## src/rtl/serial_subtractor_pkg.sv

```systemverilog
// ============================================================================
// Module  : serial_subtractor_pkg
// Brief   : Shared types for the bit-serial subtractor.
// Revision: 1.0 - initial release
// ============================================================================
`default_nettype none

package serial_subtractor_pkg;

  typedef enum logic [1:0] {
    ST_IDLE = 2'd0,
    ST_RUN  = 2'd1,
    ST_FIN  = 2'd2
  } state_e;

endpackage

`default_nettype wire

```

## src/rtl/serial_subtractor_full_subtractor.sv

```systemverilog
// ============================================================================
// Module  : full_subtractor
// Brief   : Combinational 1-bit full-subtractor cell (d = a - b - bin).
// Revision: 1.0 - initial release
// ============================================================================
`default_nettype none

module full_subtractor (
  input  logic A,
  input  logic B,
  input  logic BIN,
  output logic D,
  output logic BOUT
);

  assign D    = A ^ B ^ BIN;
  assign BOUT = (~A & B) | (~(A ^ B) & BIN);

endmodule

`default_nettype wire

```

## src/rtl/serial_subtractor.sv

```systemverilog
// ============================================================================
// Module  : serial_subtractor
// Brief   : LSB-first bit-serial WIDTH-bit subtractor behind a start/done handshake.
// Revision: 1.0 - initial release
// ============================================================================
`default_nettype none

module serial_subtractor #(
  parameter int WIDTH = 4
) (
  input  logic             CLK,
  input  logic             RST,
  input  logic             START,
  input  logic [WIDTH-1:0] A,
  input  logic [WIDTH-1:0] B,
  output logic             BUSY,
  output logic             DONE,
  output logic [WIDTH-1:0] D,
  output logic             BOUT
);
  import serial_subtractor_pkg::*;

  localparam int             CW   = (WIDTH > 1) ? $clog2(WIDTH) : 1;
  localparam logic [CW-1:0]  LAST = CW'(WIDTH - 1);

  state_e             state_q, state_d;
  logic [WIDTH-1:0]   sha_q, sha_d;
  logic [WIDTH-1:0]   shb_q, shb_d;
  logic [WIDTH-1:0]   res_q, res_d;
  logic [WIDTH-1:0]   dout_q, dout_d;
  logic [CW-1:0]      cnt_q, cnt_d;
  logic               borrow_q, borrow_d;
  logic               bout_q, bout_d;
  logic               cell_d, cell_bout;

  full_subtractor u_cell (
    .A    (sha_q[0]),
    .B    (shb_q[0]),
    .BIN  (borrow_q),
    .D    (cell_d),
    .BOUT (cell_bout)
  );

  always_ff @(posedge CLK) begin
    if (RST) begin
      state_q  <= ST_IDLE;
      sha_q    <= '0;
      shb_q    <= '0;
      res_q    <= '0;
      dout_q   <= '0;
      cnt_q    <= '0;
      borrow_q <= 1'b0;
      bout_q   <= 1'b0;
    end else begin
      state_q  <= state_d;
      sha_q    <= sha_d;
      shb_q    <= shb_d;
      res_q    <= res_d;
      dout_q   <= dout_d;
      cnt_q    <= cnt_d;
      borrow_q <= borrow_d;
      bout_q   <= bout_d;
    end
  end

  always_comb begin
    state_d  = state_q;
    sha_d    = sha_q;
    shb_d    = shb_q;
    res_d    = res_q;
    dout_d   = dout_q;
    cnt_d    = cnt_q;
    borrow_d = borrow_q;
    bout_d   = bout_q;

    case (state_q)
      ST_IDLE: begin
        if (START) begin
          state_d  = ST_RUN;
          sha_d    = A;
          shb_d    = B;
          borrow_d = 1'b0;
          cnt_d    = '0;
        end
      end
      ST_RUN: begin
        sha_d    = sha_q >> 1;
        shb_d    = shb_q >> 1;
        res_d    = {cell_d, res_q[WIDTH-1:1]};
        borrow_d = cell_bout;
        cnt_d    = cnt_q + CW'(1);
        // Publish the result together with the final bit so D/BOUT hold until the next FIN.
        if (cnt_q == LAST) begin
          state_d = ST_FIN;
          cnt_d   = '0;
          dout_d  = {cell_d, res_q[WIDTH-1:1]};
          bout_d  = cell_bout;
        end
      end
      ST_FIN:  state_d = ST_IDLE;
      default: state_d = ST_IDLE;
    endcase
  end

  assign BUSY = (state_q == ST_RUN);
  assign DONE = (state_q == ST_FIN);
  assign D    = dout_q;
  assign BOUT = bout_q;

endmodule

`default_nettype wire

```

## config.mk

```make
export PLATFORM = sky130hd
export DESIGN_NAME = serial_subtractor
export DESIGN_NICKNAME = d
export VERILOG_FILES = /design/src/rtl/serial_subtractor_pkg.sv /design/src/rtl/serial_subtractor_full_subtractor.sv /design/src/rtl/serial_subtractor.sv
export SDC_FILE = /design/constraint.sdc
export NUM_CORES = 1
export LEC_CHECK = 0
export BUFFER_PORTS_ARGS = -buffer_cell sky130_fd_sc_hd__buf_4
export CAP_MARGIN = 10
export CORE_MARGIN = 4
export CORE_UTILIZATION = 52
export CTS_CLUSTER_SIZE = 25
export DETAILED_ROUTE_END_ITERATION = 12
export PLACE_DENSITY = 0.72
export SYNTH_ARGS = -nofsm -noshare
export SYNTH_HDL_FRONTEND = slang
export SYNTH_SLANG_ARGS = --single-unit
```

## constraint.sdc

```tcl
create_clock -name CLK -period 1.5 [get_ports CLK]
set_clock_uncertainty 0.1 [all_clocks]
set_input_delay 0.075 -clock CLK [delete_from_list [all_inputs] [get_ports CLK]]
set_output_delay 0.075 -clock CLK [all_outputs]
set_load 0.02 [all_outputs]
```

* Word-level counts from Yosys, hierarchy flattened
Cells that the tools add are included.
** Storage, ports and cells
- Output and inout port bits :: 7
- Word-level logic and storage cells :: 38
- Bits in registers :: 22
** Cells by class
- Equality and inequality tests :: 5
- Bitwise logic cells :: 7
- Multiplexer cells :: 12
- $add $sub $neg :: 1
- Reduce and logical (&&, ||, !) cells :: 5
** Operator list (count)
- case mux 4 bit (2 select lines) :: 2
- two-way mux 2 bit :: 4
- two-way mux 4 bit :: 2
- case mux 2 bit (2 select lines) :: 2
- AND reduction 2 bit :: 3
- equality test 2 bit, second input constant :: 2
- adder 2 x 1 -> 2 bit, second input constant :: 1
- AND 1 bit :: 2
- equality test 2 x 1 -> 1 bit, second input constant :: 1
- logical NOT 2 bit :: 1
- inequality test 2 x 1 -> 1 bit, second input constant :: 1
- inequality test 2 bit, second input constant :: 1
- inverter 1 bit :: 2
- case mux 1 bit (2 select lines) :: 1
- nonzero test 2 bit :: 1
- XOR 1 bit :: 2
- two-way mux 1 bit :: 1
- OR 1 bit :: 1

* Logic depth before layout (Yosys ltp)
- Depth in word-level cells :: 5
- Depth in mapped cells :: 5
- Gate-level depth less buffers :: 5

* By module
Synthesis repeated with hierarchy kept, for this count alone.
** Second synthesis, totals
- Cells, all modules :: 92
- Area total of the unflattened synthesis :: 933.4 µm²
** By module, submodules not included
- serial_subtractor :: instances 1, cells each 88, area each 902.1 µm²
- full_subtractor :: instances 1, cells each 4, area each 31.3 µm²

* Worst setup path before layout
OpenSTA, ideal clock, no wires.
- Kind :: flip-flop to flip-flop
- Start point :: register shb_q[0]
- End point :: register dout_q[3] (netlist: D[3])
- Stages on the path, launching flop included :: 5
- Buffers on the path :: 0
- Arrival time :: 1063 ps
- Setup slack :: 265 ps
- Cells stage by stage :: dfxtp_1 inv_1 fa_1 nand3_1 a21oi_1
** Between the ends
- Cells in the longest elaborated chain, start to end :: 2
** RTL lines
- start, declared :: line serial_subtractor.sv:28 : logic [WIDTH-1:0] shb_q, shb_d;
- start signal, assigned :: line serial_subtractor.sv:48 : shb_q <= '0;
- start signal, assigned :: line serial_subtractor.sv:57 : shb_q <= shb_d;
- XOR 1 bit (2 in a row) :: line serial_subtractor_full_subtractor.sv:16 : assign D = A ^ B ^ BIN;
- named net cell_d :: line serial_subtractor.sv:34 : logic cell_d, cell_bout;
- end signal, assigned :: line serial_subtractor.sv:59 : dout_q <= dout_d;
- end, declared :: line serial_subtractor.sv:30 : logic [WIDTH-1:0] dout_q, dout_d;
The timed path passes the listed nets, and every way through them passes these cells.
A chain may end at the register's enable or synchronous reset.

* Final worst setup path
- Start point :: register state_q[0]
- End point :: output BUSY
** Between the ends
- Cells in the longest elaborated chain, start to end :: 1
** RTL lines
- start, declared :: line serial_subtractor.sv:26 : state_e state_q, state_d;
- start signal, assigned :: line serial_subtractor.sv:55 : state_q <= state_d;
- equality test 2 x 1 -> 1 bit :: line serial_subtractor.sv:105 : assign BUSY = (state_q == ST_RUN);
- end, declared :: line serial_subtractor.sv:16 : output logic BUSY,
No other way between the ends.

==> metrics.yaml <==
highest_layer: "met4"
fin_cells: 136
antenna_left: 0
clock_tree.root_cell: "clkbuf_4"
fp.dieArea_um2: 2523
cts_buffer_depth: 2
tightest_slew_ns: 0.4206
r2r-end: "cnt_q[0]"
worst_slack_ns: 0.1431
hold_viol_final: 2
ir_drop_mv: 0.6468
outcome: "finished with violations"
start_kind: "register"
grt_pass1_vias: 646
design_power_total_mw: 1.026
period_share_pct: 90.46
clk_latency_ns: 0.30
wl_met2_um: 718
hold_ws_ns: -0.003341
endpoint: "BUSY"
final_util_pct: 70.17
drt-total-wl_um: 1556
synth.distinct_cells: 23
htreeDepth: 1
rsz0062_at_grt: "false"
reg2reg_from: "cnt_q[0]"
dr_wl_met3_um: 59
holdCritPathClass: "in2reg"
avgSynthCellArea_um2: 10.30
cp_slowest_cell: "dfxtp_2"
cts_setup_buffers: 0
antenna_found_initial: 0
overflow: 0
violations: "negative hold slack"
grt_use_total_pct: 13.86
nNetsFinal: 126
drcViolationCount: 0
io_buffer_count: 17
cts_tree: "built"
pre_cts_ws_ns: 0.2107
place_congestion: 0.7141
setup_viol: 0
ys_seq_area_share_pct: 45.34
synthCells: 90
synthesis.area_um2: 927.1
clkTransAtPathRegs_ns: 0.11
start_util_pct: 58.16
worstPathRequired_ns: 1.32
worstPathMaxFanout: 7
wl_per_cell_um: 11.44
dp_hpwl_um: 1118
leakage_nw: 0.4696
cts-buffers-inserted: 3
worst-endpoint-arrival_ns: 1.18
drive_gt1_share_pct: 34.82
ys_warn_count: 0
fp.coreArea_um2: 1594
min_period_ns: 1.357
syn2layout_area_growth_pct: 20.65
synth_nets: 103
drt_iter0_markers: 9
vias: 679
p_per_area_nw_per_um2: 917.0
worstPathCellList: "nor2b_2 > buf_4 > buf_4"
die_y_um: 50.23
grt_max_degree: 22
relSlewSlack_pct: 71.90
synth.ff_latch_count: 21
path_class: "reg2out"
first_pass_iters: 4
end_kind: "primary output"
wirelength_met1_um: 764
drv_slew: 0
max_freq_mhz: 737.0
worst_path_most_repeated_cell: "buf_4"
clock_sinks: 21
rows: 14
ios: 18
reg2reg_slack_ns: 0.18
startpoint: "state_q[0]"
fill_cells: 125
slowest_delay_ns: 0.42
diodes: 0
r2r_cells: 5
grt_pass1_wl_um: 2704
cap_viol_max_count: 0
setup_tns_ns: 0
die_width_um: 50.23
post-place-cells: 130
multi_input_area_um2: 446.7
routed_via_density: 4.993
seq_area_um2: 421.7
cells in the mapped netlist:
master	instances	area [um2]
dfxtp_1	21	420.4
nor2_1	13	48.80
mux2i_1	11	110.1
a211oi_2	6	75.07
a22oi_1	5	37.54
a21oi_1	4	20.02
inv_1	4	15.01
nand2_1	4	15.01
nand3_1	4	20.02
nor2_2	4	25.02
buf_6	2	22.52
buf_1	1	3.750
buf_8	1	15.01
clkbuf_1	1	3.750
fa_1	1	20.02
ha_1	1	12.51
nand3b_2	1	11.26
nor2b_1	1	6.260
nor2b_2	1	8.760
nor3_1	1	5.000
nor3b_1	1	7.510
o21ba_4	1	16.27
o21bai_1	1	7.510
cell families after synthesis:
family,Yosys count,share of synthesized area (%)
AOI/OAI and AO/OA,17,16.87
adders and majority gates,2,3.509
buffers and inverters,9,6.476
DFF,21,45.34
muxes,11,11.88
and+or+nand+nor,30,15.92
per-layer routing:
metal / global-route usage, % / vias to the layer above
met2: 21.96 / 11
met1: 17.22 / 315
met5: 0 / -
li1: - / 351
met4: 6.912 / 0
met3: 3.846 / 2
power by group:
part           internal [mW]  switching [mW]  total (mW)
Clock                 0.0993           0.170       0.269
Sequential             0.584          0.0194       0.604
Combinational         0.0785          0.0743       0.153
Total                  0.762           0.264        1.03
registers in the layout, summed over array words and instances (netlist names):
signal    count
D             4
sha_q         4
shb_q         4
res_q         3
cnt_q         2
state_q       2
BOUT          1
borrow_q      1
through the flow:
stage	area, um2	hold slack (ns)
after floorplan	927.1	0.03965
after global placement	1070	0.2110
after detailed placement	1070	0.2315
after CTS	1117	0.0005638
after global routing	1119	0.00007150
final	1119	-0.003341
how the worst min path moves through the flow:
| stage | endpoint | startpoint | depth (start not counted) | slack [ns] |
|---|---|---|---|---|
| 2_1_floorplan | sha_q[1] | RST | 1 | 0.04 |
| 3_3_place_gp | shb_q[3] | B[3] | 3 | 0.21 |
| 3_5_place_dp | sha_q[3] | A[3] | 3 | 0.23 |
| 4_1_cts | shb_q[2] | RST | 2 | 0.0006 |
| 5_1_grt | sha_q[3] | RST | 2 | 0.00007 |
| 6_report | state_q[0] | START | 3 | -0.003 |
layout make-up:
| type | instances | share of cell area (%) |
|---|---|---|
| repair buffers | 23 | 15.88 |
| multi-input cells | 60 | 39.93 |
| inverters | 4 | 1.342 |
| well taps | 24 | 2.685 |
| clock buffers | 3 | 2.013 |
| clock inverters | 1 | 0.4474 |
| flip-flops and latches | 21 | 37.70 |
cells in the final DEF, fill, tap and decap left out, types with 2 or more instances in the layout:
master,netlist,routed
a211oi_2,6,6
a21oi_1,4,4
dfxtp_1,21,20
nand2_1,4,4
nor2_1,13,13
a22oi_1,5,5
buf_4,0,21
dlygate4sd3_1,0,2
inv_1,4,4
nor2_2,4,4
clkbuf_4,0,3
mux2i_1,11,11
nand3_1,4,4
critical path: cells and delay by family (launching register included):
kind          cells  cell delay, ns
flops             1            0.42
simple gates      1            0.18
buf+inv           2            0.29
what timing repair did:
item,4_1_cts,5_1_grt
endpoints found under the hold margin,2,0
resized for setup,0,1
endpoints found under the setup margin,0,1
hold buffers,2,0
(Power assumes the default switching activity.)
